--- src/rtl/bspline_eval_scheduler.sv ---
// Round-robin scheduler sharing one B-spline evaluator among NUM_REQ requesters.
// One evaluation is outstanding at a time. The result goes back tagged with the
// requester ID. A watchdog turns an evaluation that never completes into a
// timeout response.
module bspline_eval_scheduler #(
  parameter int unsigned NUM_REQ        = 4,
  parameter int unsigned DATA_WIDTH     = 16,
  parameter int unsigned BANK_W         = 3,
  parameter int unsigned TIMEOUT_CYCLES = 64,
  parameter int unsigned ID_W           = $clog2(NUM_REQ)
) (
  input  logic                         clk,
  input  logic                         rst,
  input  logic [NUM_REQ-1:0]           req_valid,
  output logic [NUM_REQ-1:0]           req_ready,
  input  logic [NUM_REQ*DATA_WIDTH-1:0] req_data,
  input  logic [NUM_REQ*BANK_W-1:0]    req_bank,
  output logic                         eval_enable,
  output logic [DATA_WIDTH-1:0]        eval_input,
  output logic [BANK_W-1:0]            eval_bank,
  input  logic                         eval_valid,
  input  logic [DATA_WIDTH-1:0]        eval_result,
  output logic                         rsp_valid,
  input  logic                         rsp_ready,
  output logic [DATA_WIDTH-1:0]        rsp_data,
  output logic [ID_W-1:0]              rsp_id,
  output logic                         rsp_timeout,
  output logic                         busy,
  output logic [7:0]                   err_count
);

  // Wide enough to hold rr_ptr + offset before wrapping back into range.
  localparam int unsigned CandW = ID_W + 1;
  localparam int unsigned WdW   = $clog2(TIMEOUT_CYCLES + 1);
  localparam logic [WdW-1:0] WdLast = WdW'(TIMEOUT_CYCLES - 1);

  typedef enum logic [1:0] {StIdle, StIssue, StEval, StResp} state_e;

  state_e                state_q, state_d;
  logic [ID_W-1:0]       rr_ptr_q, rr_ptr_d;
  logic [DATA_WIDTH-1:0] eval_input_q, eval_input_d;
  logic [BANK_W-1:0]     eval_bank_q, eval_bank_d;
  logic [DATA_WIDTH-1:0] rsp_data_q, rsp_data_d;
  logic [ID_W-1:0]       rsp_id_q, rsp_id_d;
  logic                  rsp_timeout_q, rsp_timeout_d;
  logic [7:0]            err_count_q, err_count_d;
  logic [WdW-1:0]        wd_q, wd_d;

  logic                  grant_found;
  logic                  grant_ok;
  logic [ID_W-1:0]       grant_idx;
  logic [CandW-1:0]      cand;

  // Round-robin search: first valid requester at or after rr_ptr, modulo NUM_REQ.
  always_comb begin
    grant_found = 1'b0;
    grant_idx   = '0;
    cand        = '0;
    for (int k = 0; k < int'(NUM_REQ); k++) begin
      cand = {1'b0, rr_ptr_q} + CandW'(k);
      if (cand >= CandW'(NUM_REQ)) begin
        cand = cand - CandW'(NUM_REQ);
      end
      if (!grant_found && req_valid[cand[ID_W-1:0]]) begin
        grant_found = 1'b1;
        grant_idx   = cand[ID_W-1:0];
      end
    end
  end

  // Grants only in IDLE. rst gates req_ready so it reads 0 while reset is held.
  assign grant_ok = grant_found && (state_q == StIdle) && !rst;

  // One-hot accept toward the granted requester.
  always_comb begin
    req_ready = '0;
    if (grant_ok) begin
      req_ready[grant_idx] = 1'b1;
    end
  end

  // Next-state logic for the scheduler FSM, watchdog and response registers.
  always_comb begin
    state_d       = state_q;
    rr_ptr_d      = rr_ptr_q;
    eval_input_d  = eval_input_q;
    eval_bank_d   = eval_bank_q;
    rsp_data_d    = rsp_data_q;
    rsp_id_d      = rsp_id_q;
    rsp_timeout_d = rsp_timeout_q;
    err_count_d   = err_count_q;
    wd_d          = wd_q;
    unique case (state_q)
      StIdle: begin
        if (grant_ok) begin
          eval_input_d = req_data[int'(grant_idx) * int'(DATA_WIDTH) +: DATA_WIDTH];
          eval_bank_d  = req_bank[int'(grant_idx) * int'(BANK_W) +: BANK_W];
          rsp_id_d     = grant_idx;
          rr_ptr_d     = (grant_idx == ID_W'(NUM_REQ - 1)) ? '0 : grant_idx + ID_W'(1);
          state_d      = StIssue;
        end
      end
      StIssue: begin
        // Evaluator clears its stale valid this cycle, so eval_valid is ignored.
        wd_d    = '0;
        state_d = StEval;
      end
      StEval: begin
        if (eval_valid) begin
          rsp_data_d    = eval_result;
          rsp_timeout_d = 1'b0;
          state_d       = StResp;
        end else if (wd_q == WdLast) begin
          rsp_data_d    = '0;
          rsp_timeout_d = 1'b1;
          if (err_count_q != 8'hFF) begin
            err_count_d = err_count_q + 8'd1;
          end
          state_d = StResp;
        end else begin
          wd_d = wd_q + WdW'(1);
        end
      end
      StResp: begin
        if (rsp_ready) begin
          state_d = StIdle;
        end
      end
      default: state_d = StIdle;
    endcase
  end

  // State and datapath registers, cleared asynchronously by rst.
  always_ff @(posedge clk or posedge rst) begin
    if (rst) begin
      state_q       <= StIdle;
      rr_ptr_q      <= '0;
      eval_input_q  <= '0;
      eval_bank_q   <= '0;
      rsp_data_q    <= '0;
      rsp_id_q      <= '0;
      rsp_timeout_q <= 1'b0;
      err_count_q   <= '0;
      wd_q          <= '0;
    end else begin
      state_q       <= state_d;
      rr_ptr_q      <= rr_ptr_d;
      eval_input_q  <= eval_input_d;
      eval_bank_q   <= eval_bank_d;
      rsp_data_q    <= rsp_data_d;
      rsp_id_q      <= rsp_id_d;
      rsp_timeout_q <= rsp_timeout_d;
      err_count_q   <= err_count_d;
      wd_q          <= wd_d;
    end
  end

  // Enable drops in the same cycle valid shows up so the evaluator parks with valid held.
  assign eval_enable = (state_q == StIssue) || ((state_q == StEval) && !eval_valid);
  assign eval_input  = eval_input_q;
  assign eval_bank   = eval_bank_q;
  assign rsp_valid   = (state_q == StResp);
  assign rsp_data    = rsp_data_q;
  assign rsp_id      = rsp_id_q;
  assign rsp_timeout = rsp_timeout_q;
  assign busy        = (state_q != StIdle);
  assign err_count   = err_count_q;

endmodule
--- config.mk ---
export PLATFORM = sky130hd
export DESIGN_NAME = bspline_eval_scheduler
export DESIGN_NICKNAME = d
export VERILOG_FILES = /design/src/rtl/bspline_eval_scheduler.sv
export SDC_FILE = /design/constraint.sdc
export NUM_CORES = 1
export LEC_CHECK = 0
export BUFFER_PORTS_ARGS = -buffer_cell sky130_fd_sc_hd__buf_2
export CAP_MARGIN = 10
export CELL_PAD_IN_SITES_DETAIL_PLACEMENT = 0
export CELL_PAD_IN_SITES_GLOBAL_PLACEMENT = 1
export CORE_MARGIN = 3
export CORE_UTILIZATION = 34
export DETAILED_ROUTE_END_ITERATION = 10
export HOLD_SLACK_MARGIN = 0.08
export PLACE_DENSITY_LB_ADDON = 0.1
export SLEW_MARGIN = 20
export SYNTH_ARGS = -nofsm -noshare
export SYNTH_HDL_FRONTEND = slang
export SYNTH_SLANG_ARGS = --single-unit
--- constraint.sdc ---
create_clock -name clk -period 2.55 [get_ports clk]
set_input_delay 0.51 -clock clk [delete_from_list [all_inputs] [get_ports clk]]
set_output_delay 0.51 -clock clk [all_outputs]
set_load 0.02 [all_outputs]
==> metrics.cfg, run 1 <==
[timing]
finalHoldViolCount = 0
skew_ps = 10.1
final_max_slew_viol_count = 0
tightest_slew_ps = 653
setup_ws_ps = 165
fmaxAchievable_mhz = 419
relSlewSlack_pct = 56.4
period_share_pct = 93.5
fin_crit_ps = 2390
rsz0062_at_grt = no
setup_violations = 0
tns_ps = 0

[floorplanning]
start_util_pct = 35.2
rows = 34
dieHeight_um = 101
die-area_um2 = 10200
boundaryPins = 153
dieWidth_um = 101
core_um2 = 8760

[cells_and_area]
register_area_um2 = 1430
layout-drive-gt1-share_pct = 42.2
multiInputGateArea_um2 = 1540
fillers = 868
diodes = 0
fin_nets = 552
area_growth_pct = 36.1

[pwr]
p_sw_share_pct = 39.9
powerDensity_nw_per_um2 = 1050
p_clk_share_pct = 20.4
p_comb_share_pct = 47.1
ir_worst_vdd_mv = 0.527
p_seq_share_pct = 32.5
p_int_mw = 2.64
leakage_nw = 2.20
p_total_mw = 4.39
power.switching_mw = 1.75

[synth]
synth.distinct_cells = 43
yosys.area_share.simple_pct = 16.2
synth_area_leaders = dfrtp_1 46%, mux2i_1 7.8%, a22o_1 4.5%
yosysWarnings = 0
synth_top_family_by_area = simple AND/OR/NAND/NOR gates
synth_area_per_cell_um2 = 10.8
synthAdderAreaFrac_pct = 4.47
synth_top_area_cell = dfrtp_1
synth_edf_count = 0
synth-seq-cells = 57
yosys_most_used_dff = dfrtp_1
netlist.area_leader.share_pct = 46.3
synth_compound_area_share_pct = 15.5
async_flop_share_pct = 100
syn_inst = 284
synthXorXnorAreaFrac_pct = 2.56
synth_nets = 395
muxShareOfSynthArea_pct = 11.1
syn_area_um2 = 3080
ys_seq_area_share_pct = 46.3

[grt]
grt_pass1_vias = 2718
track_usage_pct = 16.2
grt_max_degree = 34
antenna_found_initial = 0
grt_pass1_wl_um = 13500
gr-total-overflow = 0

[clock_tree]
clockBufferDepth = 2
path_clk_slew_ps = 70
cts_hold_buf = 0
cts_sinks = 57
clock_latency_ps = 320
cts_buffers = 9
postCtsSetupBuffers = 0
cts_resized = 0
clock-root-buffer = clkbuf_8
htree_num_levels = 3
cts_tree = built

[run]
max_cap_violations = 0

[routing]
drt_iter0_drc = 82
drc = 0
wl_per_cell_um = 15.1
ant_nets = 0
wl_um = 8360
vias_per_cell = 4.98
drt_pass1_iterations = 5
via_count = 2756

[worst_setup_path]
crit_path_max_fanout = 9
cp_data_required_time_ps = 2040
cp_top_family = buffers and inverters
cp_slowest_cell = dfrtp_1
crit_chain = inv_1, ha_1, nand2b_1, a21oi_1, buf_4, and2_1, buf_2
path_class = register to output port
end_kind = output port
arrival_ps = 1880
path_buf_inv = 3
critPathLaunchType = register
max_stage_delay_ps = 410

[outcome]
run_status = finished, final reports clean

[placed_design]
io_buffers = 152
dp_slack_ps = 210
hpwlAfterDp_um = 6340
place_congestion = 0.750

[hold_path]
hold_path.class = input port to async pin

state kept, by name, summed over array words and instances, names as in the netlist, 2 cells and up:
signal and flops:
eval_input 16, state_q 2, wd_q 7, err_count 8, eval_bank 3, rsp_data 16
rsp_id 2, rr_ptr_q 2
power by group through the flow:
| stage | clock [mW] | combinational (mW) | sequential, mW |
|---|---|---|---|
| 2_1_floorplan | 0 | 1.12 | 1.76 |
| 3_3_place_gp | 0 | 2.06 | 1.44 |
| 3_5_place_dp | 0 | 2.09 | 1.43 |
| 4_1_cts | 0.923 | 2.09 | 1.43 |
| 5_1_grt | 0.966 | 2.27 | 1.47 |
| 6_report | 0.897 | 2.07 | 1.43 |
path summary, 6_finish.rpt:
path                            slack [ps]  depth (start not counted)                        to                   start
worst max-delay path                   160                          7              req_ready[0]  state_q[0]$_DFFE_PP0P_
worst min-delay path                   260                          2    state_q[0]$_DFFE_PP0P_                     rst
worst max register to register         410                          5    state_q[1]$_DFFE_PP0P_     wd_q[0]$_DFFE_PP0P_
worst min register to register         470                          2     rsp_id[1]$_DFFE_PP0P_   rsp_id[1]$_DFFE_PP0P_
max in group asynchronous             1690                          3   rr_ptr_q[1]$_DFFE_PP0P_                     rst
min in group clk                       410                          2  rsp_data[13]$_DFFE_PP0P_         eval_result[13]
cell families after synthesis:
group / Yosys count
AND/OR/NAND/NOR: 89
AO/OA/AOI/OAI: 61
flip-flops: 57
multiplexers: 33
buffers and inverters: 24
adder cells (fa/ha/maj): 11
XOR/XNOR: 9
final cells by class:
cell class | count | area share, %
Multi-Input combinational cell | 203 | 36.8
Sequential cell | 57 | 34.1
Timing Repair Buffer | 160 | 19.9
Clock buffer | 13 | 4.27
Tap cell | 108 | 3.22
Inverter | 10 | 0.896
Clock inverter | 2 | 0.836
layout by cell type (no fill, tap or decap), types with 3 or more instances in the layout:
cell type	Yosys	final
buf_2	2	152
o221a_1	7	7
nand2_1	24	24
inv_1	8	7
and2_1	5	5
and3_1	3	3
mux2i_1	24	24
mux2_1	8	8
nand4_1	5	5
dfrtp_1	57	56
xor2_1	3	3
buf_4	0	7
ha_1	11	11
clkbuf_8	0	13
xnor2_1	6	6
a21oi_1	7	7
nor2_1	7	7
inv_2	2	3
o21ai_0	11	11
nand2b_1	6	6
or3_1	3	3
nand3_1	20	19
nor2b_1	3	3
a22o_1	16	16
o221ai_1	13	13
nor3_1	4	4
routing by layer:
metal  track usage, %  vias to the layer above  wire (um)
met5                0                        -          0
met4             5.52                        0         43
met3             3.93                        2        743
met2             23.8                      113       3520
met1             23.5                     1277       4050
li1                 -                     1364          -
worst reg2reg max path, stage by stage (launching register included):
cell and delay (ps):
dfrtp_1 400, ha_1 190, nand3_1 170, o31ai_2 600
o221ai_1 330, mux2_2 340
synthesized netlist by cell type (2+ instances only):
cell type / number
mux2_1: 8
a21oi_1: 7
nor3_1: 4
nor2_1: 7
buf_2: 2
o21ai_1: 2
xnor2_1: 6
buf_6: 2
and3_1: 3
clkbuf_1: 9
inv_1: 8
nand4_1: 5
nor2b_1: 3
o221ai_1: 13
a22o_1: 16
and2_1: 5
o221a_1: 7
inv_2: 2
or3_1: 3
o21ai_0: 11
mux2i_1: 24
dfrtp_1: 57
nand2_1: 24
nand3_1: 20
xor2_1: 3
ha_1: 11
nand2b_1: 6
through the flow:
stage                     utilization, %  hold slack [ps]  std cells  cell area, um^2
after global routing                47.8              289        553             4190
final                               47.8              258        553             4190
after floorplan                        -              489        284             3080
after detailed placement            45.3              463        538             3970
after global placement              45.3              457        538             3970
after CTS                           47.7              268        553             4180
Power figures use the tool's default switching activity.
==> run 2: changes to the inputs <==
--- a/config.mk
+++ b/config.mk
@@ -9,7 +9,7 @@
 export CAP_MARGIN = 10
 export CELL_PAD_IN_SITES_DETAIL_PLACEMENT = 0
 export CELL_PAD_IN_SITES_GLOBAL_PLACEMENT = 1
-export CORE_MARGIN = 3
+export CORE_ASPECT_RATIO = 1.5
 export CORE_UTILIZATION = 34
 export DETAILED_ROUTE_END_ITERATION = 10
 export HOLD_SLACK_MARGIN = 0.08
==> constraint.sdc (replaced) <==
create_clock -name clk -period 2.6 [get_ports clk]
set_input_delay 0.52 -clock clk [delete_from_list [all_inputs] [get_ports clk]]
set_output_delay 0.52 -clock clk [all_outputs]
set_load 0.02 [all_outputs]
==> run 2 against run 1 <==
Clock skew shrank 3.3 ps. Clock power grew 40%. Routed wire length fell by 3.3%. Register-to-register slack gained 90 ps. Critical path type unchanged.
==> metrics.cfg, run 2 (synthesis results as in run 1) <==
[worst_setup_path]
worstReg2RegEnd = state_q[1]$_DFFE_PP0P_
rr_startpoint = wd_q[0]$_DFFE_PP0P_
path_class = register to output port
critPathLaunchType = register
rr_worst_depth = 5
crit_path_max_fanout = 4
r2r_slack_ps = 500
end_kind = output port
arrival_ps = 1970
cp_data_required_time_ps = 2080

[clock_tree]
cts_hold_buf = 0
clock-root-buffer = clkbuf_16
cts_tree = built
cts_resized = 0
postCtsSetupBuffers = 0
cts_buffers = 9
cts_sinks = 57
clockBufferDepth = 2
path_clk_slew_ps = 50
clock_latency_ps = 320
htree_num_levels = 3

[timing]
tightest_slew_ps = 741
tns_ps = 0
fmaxAchievable_mhz = 402
setup_violations = 0
final_max_slew_viol_count = 0
finalHoldViolCount = 0
skew_ps = 6.82
relSlewSlack_pct = 50.6
rsz0062_at_grt = no
period_share_pct = 95.7
fin_crit_ps = 2490

[grt]
grt_max_degree = 58
antenna_found_initial = 0
gr-total-overflow = 0
grt_pass1_vias = 2705
grt_pass1_wl_um = 12800
track_usage_pct = 17.7

[routing]
drt_pass1_iterations = 4
drc = 0
ant_nets = 0
wl_per_cell_um = 14.6
wl_um = 8080
vias_per_cell = 5.01
drt_iter0_drc = 99
via_count = 2773

[floorplanning]
core_um2 = 8830
rows = 42
dieWidth_um = 79.7
boundaryPins = 153
start_util_pct = 34.9
die-area_um2 = 9450
dieHeight_um = 119

[cells_and_area]
diodes = 0
final_cell_mix = 152 x buf_2, 56 x dfrtp_1, 24 x nand2_1, 24 x mux2i_1, 20 x nand3_1
layout_commonest_cell = buf_2
area_growth_pct = 39.7
fin_util_pct = 48.7
fin_nets = 551
layout-drive-gt1-share_pct = 42.1

[pwr]
p_comb_share_pct = 43.3
leakage_nw = 2.24
p_int_mw = 2.93
p_clk_share_pct = 26.9
p_seq_share_pct = 29.8
power.switching_mw = 1.76
ir_worst_vdd_mv = 0.517
powerDensity_nw_per_um2 = 1090
p_sw_share_pct = 37.5

[hold_path]
hp-start = eval_result[10]
whs_path_depth = 2
min_to = rsp_data[10]$_DFFE_PP0P_
hold_path.class = input port to register

[placed_design]
hpwlAfterDp_um = 6060
place_congestion = 0.841
io_buffers = 152

[run]
max_cap_violations = 0

[outcome]
run_status = finished, final reports clean

## run 2: stage by stage
step                area, um^2  hold WS [ps]  worst slack (ps)  instances  power (mW)
floorplan                 3080           489               149        284        2.83
global placement          3980           457               252        539        3.44
global route              4300           401              42.3        554        5.00
CTS                       4290           394              54.7        554        4.76
finish                    4300           407               112        554        4.68
detailed placement        3980           459               223        539        3.47
## run 2: power groups by stage
stage	clock network, mW	logic (mW)	registers (mW)
2_1_floorplan	0	1.10	1.73
3_3_place_gp	0	2.04	1.40
3_5_place_dp	0	2.06	1.41
4_1_cts	1.30	2.06	1.40
5_1_grt	1.34	2.22	1.45
6_report	1.26	2.03	1.39
## run 2: metal layers
metal	track usage (%)	routed length, um	part of all wire (%)	vias to the layer above
li1	-	-	-	1364
met4	6.82	89	1.1	0
met5	0	0	0	-
met3	5.02	543	6.7	7
met2	30.5	4230	52	95
met1	20.1	3220	40	1307
## run 2: final cells by class
type	count	area [um^2]
fill	864	4530
multi-input combinational	203	1540
tap	110	138
clock inverter	5	80.1
sequential	57	1430
inverter	10	37.5
timing repair buffer	159	838
clock buffer	10	239
## run 2: worst max-delay path, cell delays in order, from the launching register on
cell and delay (ps):
dfrtp_1 410, inv_1 90, or3_1 390, nand3_1 210, inv_2 80, ha_1 170
and2_1 130, buf_2 150
## run 2: how the worst max path moves through the flow
stage	to	slack, ps	start
global placement	req_ready[3]	250	req_valid[1]
detailed placement	req_ready[3]	220	req_valid[1]
CTS	req_ready[3]	50	state_q[0]$_DFFE_PP0P_
floorplan	req_ready[1]	150	req_valid[0]
finish	req_ready[3]	110	rr_ptr_q[0]$_DFFE_PP0P_
global route	req_ready[3]	40	rr_ptr_q[0]$_DFFE_PP0P_
